## src/rtl/msp430_spram_arbiter.sv

```systemverilog
// rtl/msp430_spram_arbiter.sv - round-robin single-port RAM arbiter with burst hold; optional MSP430_SPRAM_ARB_PRIO0_EN
module msp430_spram_arbiter #(
   parameter int N         = 4,
   parameter int AW        = 32,
   parameter int DW        = 32,
   parameter int MAX_BURST = 4
) (
   input  logic                 clk,
   input  logic                 rst,
   input  logic [N-1:0]         req_en,
   input  logic [N-1:0]         req_we,
   input  logic [N-1:0][AW-1:0] req_addr,
   input  logic [N-1:0][DW-1:0] req_din,
   output logic [N-1:0]         req_gnt,
   output logic [N-1:0]         req_rvalid,
   output logic [DW-1:0]        req_dout,
   output logic                 ram_en,
   output logic                 ram_we,
   output logic [AW-1:0]        ram_addr,
   output logic [DW-1:0]        ram_din,
   input  logic [DW-1:0]        ram_dout
);

   localparam int IW = $clog2(N);

   logic          owner_vld;
   logic [IW-1:0] owner_idx;
   logic [7:0]    burst_cnt;
   logic [IW-1:0] rr_ptr;

   logic          keep;
   logic          win_vld;
   logic [IW-1:0] win_idx;
   logic          prio_hit;
   logic [IW:0]   cand;
   logic [N-1:0]  rd1_sel;
   logic [DW-1:0] dout_hold;

   // Winner selection: current owner keeps the port under the burst limit, else round-robin from rr_ptr
   always_comb begin
      keep     = owner_vld && req_en[owner_idx] && (burst_cnt < 8'(MAX_BURST));
      win_vld  = 1'b0;
      win_idx  = '0;
      prio_hit = 1'b0;
      cand     = '0;
      if (keep) begin
         win_vld = 1'b1;
         win_idx = owner_idx;
      end else begin
         // Walk downward so the candidate closest to rr_ptr is assigned last and wins
         for (int i = N - 1; i >= 0; i--) begin
            cand = {1'b0, rr_ptr} + (IW + 1)'(i);
            if (cand >= (IW + 1)'(N))
               cand = cand - (IW + 1)'(N);
            if (req_en[cand[IW-1:0]]) begin
               win_vld = 1'b1;
               win_idx = cand[IW-1:0];
            end
         end
      end
`ifdef MSP430_SPRAM_ARB_PRIO0_EN
      // Port 0 preempts everyone; ownership bookkeeping of the other ports is left untouched
      if (req_en[0]) begin
         win_vld  = 1'b1;
         win_idx  = '0;
         prio_hit = 1'b1;
      end
`endif
   end

   // One-hot grant, forced low while in reset
   always_comb begin
      req_gnt = '0;
      if (rst && win_vld)
         req_gnt[win_idx] = 1'b1;
   end

   // Ownership, burst count and round-robin pointer
   always_ff @(posedge clk or negedge rst) begin
      if (!rst) begin
         owner_vld <= 1'b0;
         owner_idx <= '0;
         burst_cnt <= '0;
         rr_ptr    <= '0;
      end else if (prio_hit) begin
         owner_vld <= owner_vld;
      end else if (win_vld) begin
         if (keep) begin
            burst_cnt <= burst_cnt + 8'd1;
         end else begin
            owner_vld <= 1'b1;
            owner_idx <= win_idx;
            burst_cnt <= 8'd1;
            rr_ptr    <= (win_idx == IW'(N - 1)) ? '0 : win_idx + IW'(1);
         end
      end else begin
         owner_vld <= 1'b0;
         burst_cnt <= '0;
      end
   end

   // RAM launch stage plus read-return tag pipeline
   always_ff @(posedge clk or negedge rst) begin
      if (!rst) begin
         ram_en     <= 1'b0;
         ram_we     <= 1'b0;
         ram_addr   <= '0;
         ram_din    <= '0;
         rd1_sel    <= '0;
         req_rvalid <= '0;
      end else begin
         ram_en     <= win_vld;
         ram_we     <= win_vld && req_we[win_idx];
         if (win_vld) begin
            ram_addr <= req_addr[win_idx];
            ram_din  <= req_din[win_idx];
         end
         rd1_sel    <= (win_vld && !req_we[win_idx]) ? req_gnt : '0;
         req_rvalid <= rd1_sel;
      end
   end

   // Keep the last returned word visible on the shared bus between returns
   always_ff @(posedge clk or negedge rst) begin
      if (!rst)
         dout_hold <= '0;
      else if (|req_rvalid)
         dout_hold <= ram_dout;
   end

   assign req_dout = (|req_rvalid) ? ram_dout : dout_hold;

endmodule
```

## config.mk

```make
export PLATFORM = sky130hd
export DESIGN_NAME = msp430_spram_arbiter
export DESIGN_NICKNAME = d
export VERILOG_FILES = /design/src/rtl/msp430_spram_arbiter.sv
export SDC_FILE = /design/constraint.sdc
export NUM_CORES = 1
export LEC_CHECK = 0
export CORE_AREA = 2 2 156 158
export CTS_CLUSTER_DIAMETER = 30
export CTS_CLUSTER_SIZE = 16
export DETAILED_ROUTE_END_ITERATION = 8
export DIE_AREA = 0 0 158 160
export GPL_TIMING_DRIVEN = 0
export PLACE_DENSITY = 0.67
export SKIP_CTS_REPAIR_TIMING = 1
export SLEW_MARGIN = 20
export SYNTH_ARGS = -nofsm -noshare
export SYNTH_HDL_FRONTEND = slang
export SYNTH_SLANG_ARGS = --single-unit
```

## constraint.sdc

```tcl
create_clock -name clk -period 6.85 [get_ports clk]
set_clock_uncertainty 0.2 [all_clocks]
set_input_delay 1.37 -clock clk [delete_from_list [all_inputs] [get_ports clk]]
set_output_delay 1.37 -clock clk [all_outputs]
set_load 0.05 [all_outputs]
```

Word level (Yosys, flattened, before mapping)
Index checks and enable logic that the tools add are counted.

Register bits after elaboration: 119. Bits of input ports: 298.

Add/subtract/negate cells: 9. $lt $le $gt $ge: 12. Eq/ne operators: 2. Multiplexer cells: 44. Bitwise operators: 1. Reduce and logical (&&, ||, !) cells: 9.

Operator list (count): 32-bit binary-select mux with 2-bit select (2); 32-bit two-way mux (3); 2-bit two-way mux (14); 2-bit by 3-bit less-than comparator with 1-bit output, second input constant (6); 8-bit two-way mux (2); 1-bit two-way mux (14); 1-bit binary-select mux with 2-bit select (6); 3-bit >= comparator, second input constant (3); 8-bit by 1-bit adder with 8-bit output, second input constant (1); 8-bit by 3-bit less-than comparator with 1-bit output, second input constant (1); 4-bit two-way mux (2); 2-bit by 1-bit subtractor with 2-bit output, second input constant (4); 2-bit by 2-bit adder with 3-bit output, second input constant (2); 1-bit logical AND (6); 4-bit OR reduction (1); 2-bit by 1-bit adder with 3-bit output, second input constant (1); 2-bit by 3-bit >= comparator with 1-bit output, second input constant (1); 2-bit by 1-bit adder with 2-bit output, second input constant (1); 1-bit demux with 2-bit select (1); 2-bit == test, second input constant (1); 2-bit by 1-bit >= comparator with 1-bit output, second input constant (1); 2-bit inequality test, second input constant (1); 2-bit AND reduction (1); 1-bit logical NOT (1); 1-bit NOT (1).

Longest topological paths before layout
Depth in word-level cells: 18. Depth in mapped cells: 11. Depth with buffers taken out: 9.

Worst setup path before layout
No wires, ideal clock.

Kind: input to output. From: in req_en[3]. To: out req_gnt[2]. Data arrival time: 3101 ps. Data required time: 5280 ps. Slack: 2179 ps. Cell stages on the path: 10. Path buffers: 2. Path through: mux2i_1 > a211o_1 > or2_1 > clkbuf_1 > nand2_2 > nand2_2 > inv_2 > buf_2 > ha_1 > and3_1.

Word-level cells in the longest chain between the ends: 12. Elaborated cells between the ends (all ways): 29. Those cells by class: order compare: 2; mux: 23; reduce/logical: 4.

RTL lines: start: declaration (line 10) `input logic [N-1:0] req_en,`; 1-bit binary-select mux with 2-bit select (line 55) `if (req_en[cand[IW-1:0]]) begin`; 1-bit two-way mux (implied by the code) (line 55); 2-bit two-way mux (4 in series) (line 55); 2-bit two-way mux * (line 46) `if (keep) begin`; via win_idx[0] (line 33) `logic [IW-1:0] win_idx;`; 2-bit by 3-bit less-than comparator with 1-bit output (implied by the code) / 2-bit by 1-bit >= comparator with 1-bit output (equally long branches) (line 75) `req_gnt[win_idx] = 1'b1;`; 1-bit logical AND (implied by the code) (line 75); 1-bit two-way mux (implied by the code) (line 75); 1-bit demux with 2-bit select * (line 75); 4-bit two-way mux * (line 74) `if (rst && win_vld)`; end: declaration (line 14) `output logic [N-1:0] req_gnt,`.

Mark *: on every way through the listed nets, which the timed path passes. The rest lies on a longest branch. The select of a mux whose other input is x is not followed.

Worst setup path in the final report
From: in req_en[2]. To: out req_gnt[0].

Same word-level chain as after synthesis.

==> flow_summary.toml <==
[status]
status = "complete, no violations"

[die]
initial_core_util_pct = 28.6
rows = 57
die_w_um = 158
io_pins = 404
fp.dieH_um = 160
core-area_mm2 = 0.0238
die-area_mm2 = 0.0253

[grt]
grt_pass1_vias = 6842
grt_pass1_wl_mm = 40.4
grt-ovfl-total = 0
grtUsageTotal_pct = 21.5
grt_max_degree = 81
antenna_found_initial = 0

[clocking]
cts_made_buffers = 17
clock_sinks = 119
path_clk_slew_ns = 0.06
cts.path.max_buffers = 2
clock_latency_ns = 0.42
root_buffer = "clkbuf_16"
ctsHtreeMaxLevel = 4
tritoncts = "yes"

[critical_path]
critPathKind = "in2out"
worstPathMaxFanout = 11
crit_start = "req_en[2]"
cp-end-kind = "primary output"
r2r_start = "burst_cnt[2]$_DFF_PN0_"
crit_required_ns = 5.28
critPathArrivalTime_ns = 4.58
start_kind = "input pin"

[worst_hold_path]
min_from = "rd1_sel[3]$_DFF_PN0_"
hold_path.class = "reg2reg"

[routing]
wl_mm = 28.0
drt_iter0_drc = 363
first_pass_iters = 5
num_vias = 6777
drtAntennaViolNets = 0
remaining_drc_errors = 0
post_drt_wl_per_cell_um = 19.7
viasPerCell = 4.77

[power]
leakage_nw = 4.90
peakVddDrop_mv = 0.198
power_density_mw_per_mm2 = 452

[yosys]
synth.distinct_cells = 39
yosysTopAreaCell = "dfrtp_1"
yosysWarnings = 0
synthTopCellsByArea = "dfrtp_1 44%, mux2i_1 9.7%, a211oi_2 9.6%, a211oi_1 8.5%, mux2_2 5.5%"
synth-seq-cells = 119
syn_area_mm2 = 0.00681
yosysMostFrequentCell = "dfrtp_1"
synth-seq-area-share_pct = 43.7
synth_edf_count = 0
synthTopCellsByCount = "119 x dfrtp_1, 77 x a211oi_1, 70 x nand2_1, 68 x nor2_1, 66 x mux2i_1"
synth_top_area_share_pct = 43.7
synth_ff_type = "dfrtp_1"
syn_area_per_cell_um2 = 10.3
syn_inst = 658
synth_async_sr_flop_share_pct = 100

[timing]
fin_crit_sh_pct = 89.8
totalNegativeSetupSlack_ns = 0
hold_viol = 0
hold_ws_ns = 0.149
max_freq_ghz = 0.163
slew_headroom_pct = 37.5
worst_pin_slew_ns = 0.929
rsz0062_at_grt = "no"
setup_viol = 0
fin_crit_ns = 6.15
maxSlewViolCount = 0

[job]
cap_violations = 0

[cells_and_area]
drive_gt1_share_pct = 14.6
nNetsFinal = 1388
area_growth_syn_to_layout_pct = 74.6
antenna_cells = 0

[placed_design]
gp_congestion = 0.841
dp_hpwl_mm = 21.8
port_buffers = 403
## worst paths after layout
| path | endpoint | slack, ns | cells after the start |
|---|---|---|---|
| min in group asynchronous | dout_hold[9]$_DFF_PN0_ | 0.63 | 1 |
| max in group asynchronous | ram_din[12]$_DFFE_PN0P_ | 5.07 | 2 |
| max reg2reg | rd1_sel[0]$_DFF_PN0_ | 3.77 | 9 |
| min reg2reg | req_rvalid[3]$_DFF_PN0_ | 0.15 | 0 |
| max | req_gnt[0] | 0.70 | 12 |
| min | req_rvalid[3]$_DFF_PN0_ | 0.15 | 0 |
## layout make-up
cell class | count | area, µm²
fillers | 2234 | 11900
multi-input cells | 478 | 3460
inverters | 4 | 15.0
repair buffers | 404 | 4070
clock buffers | 17 | 425
plain buffers | 61 | 377
flip-flops and latches | 119 | 2980
clock inverters | 14 | 171
well taps | 324 | 405
## state kept, by name, indices dropped and copies added, names as in the netlist
name	count
burst_cnt	8
dout_hold	32
owner_idx	2
owner_vld	1
ram_addr	32
ram_din	32
ram_en	1
ram_we	1
rd1_sel	4
req_rvalid	4
rr_ptr	2
## worst max-delay path, cell delays in order
cell	delay [ns]
clkdlybuf4s50_1	0.58
mux2i_1	0.14
a211o_1	0.33
or2_1	0.22
clkbuf_1	0.17
nand2_2	0.13
nand2_2	0.08
inv_2	0.10
buf_2	0.25
ha_1	0.18
and3_1	0.18
clkdlybuf4s50_1	0.84
## through the flow
step                util [%]  cell area (µm²)  power [mW]  cells  setup slack [ns]
floorplan                  -             6830        3.30    662              2.18
global placement        47.3            11300        4.44   1389             -2.34
detailed placement      47.4            11300        4.47   1390             0.706
CTS                     49.9            11900        5.42   1421             0.700
global route            49.9            11900        5.61   1421             0.530
finish                  49.9            11900        5.38   1421             0.697
## power by group
part           switching [mW]  total, mW  internal [mW]
Sequential              0.143       1.15           1.01
Clock                   0.361      0.934          0.573
Combinational            2.07       3.29           1.21
Total                    2.58       5.38           2.80
## per-layer routing
layer / vias to the layer above / wire length (µm) / global-route usage (%)
met5: - / 0 / 0
met3: 53 / 1790 / 4.75
met2: 269 / 13900 / 37.5
li1: 3242 / - / -
met4: 0 / 805 / 7.37
met1: 3213 / 11500 / 25.9
## kinds of logic (layout without fill, tap and decap cells)
family | after synthesis | in the layout | share of synthesized area, %
XOR/XNOR | 1 | 1 | 0.129
multiplexers | 100 | 100 | 15.5
adder cells (fa/ha/maj) | 5 | 5 | 0.919
AO/OA/AOI/OAI | 202 | 202 | 23.7
AND/OR/NAND/NOR | 165 | 165 | 10.2
flip-flops | 119 | 119 | 43.7
other | 1 | 5 | 0.0551
buffers and inverters | 65 | 500 | 5.75
## cell usage in the layout (no fill, tap or decap), types with 3 or more instances in the layout
cell             Yosys  final
a211oi_1            77     77
buf_2               16     16
dfrtp_1            119    119
buf_6               14     14
bufinv_16            0      3
clkinv_2             0      3
nor2b_1              7      7
and3_1               4      4
ha_1                 5      5
and2_1               4      4
mux2i_1             66     66
conb_1               1      5
a211oi_2            52     52
clkinvlp_4           0      3
nor2_1              68     68
inv_6                0      4
a21oi_1             65     65
clkbuf_1            24     24
clkdlybuf4s50_1      0    402
inv_1                3      3
clkbuf_16            0     17
mux2_2              33     33
buf_4                5      5
nand2_1             70     70
Power figures use the tool's default switching activity.
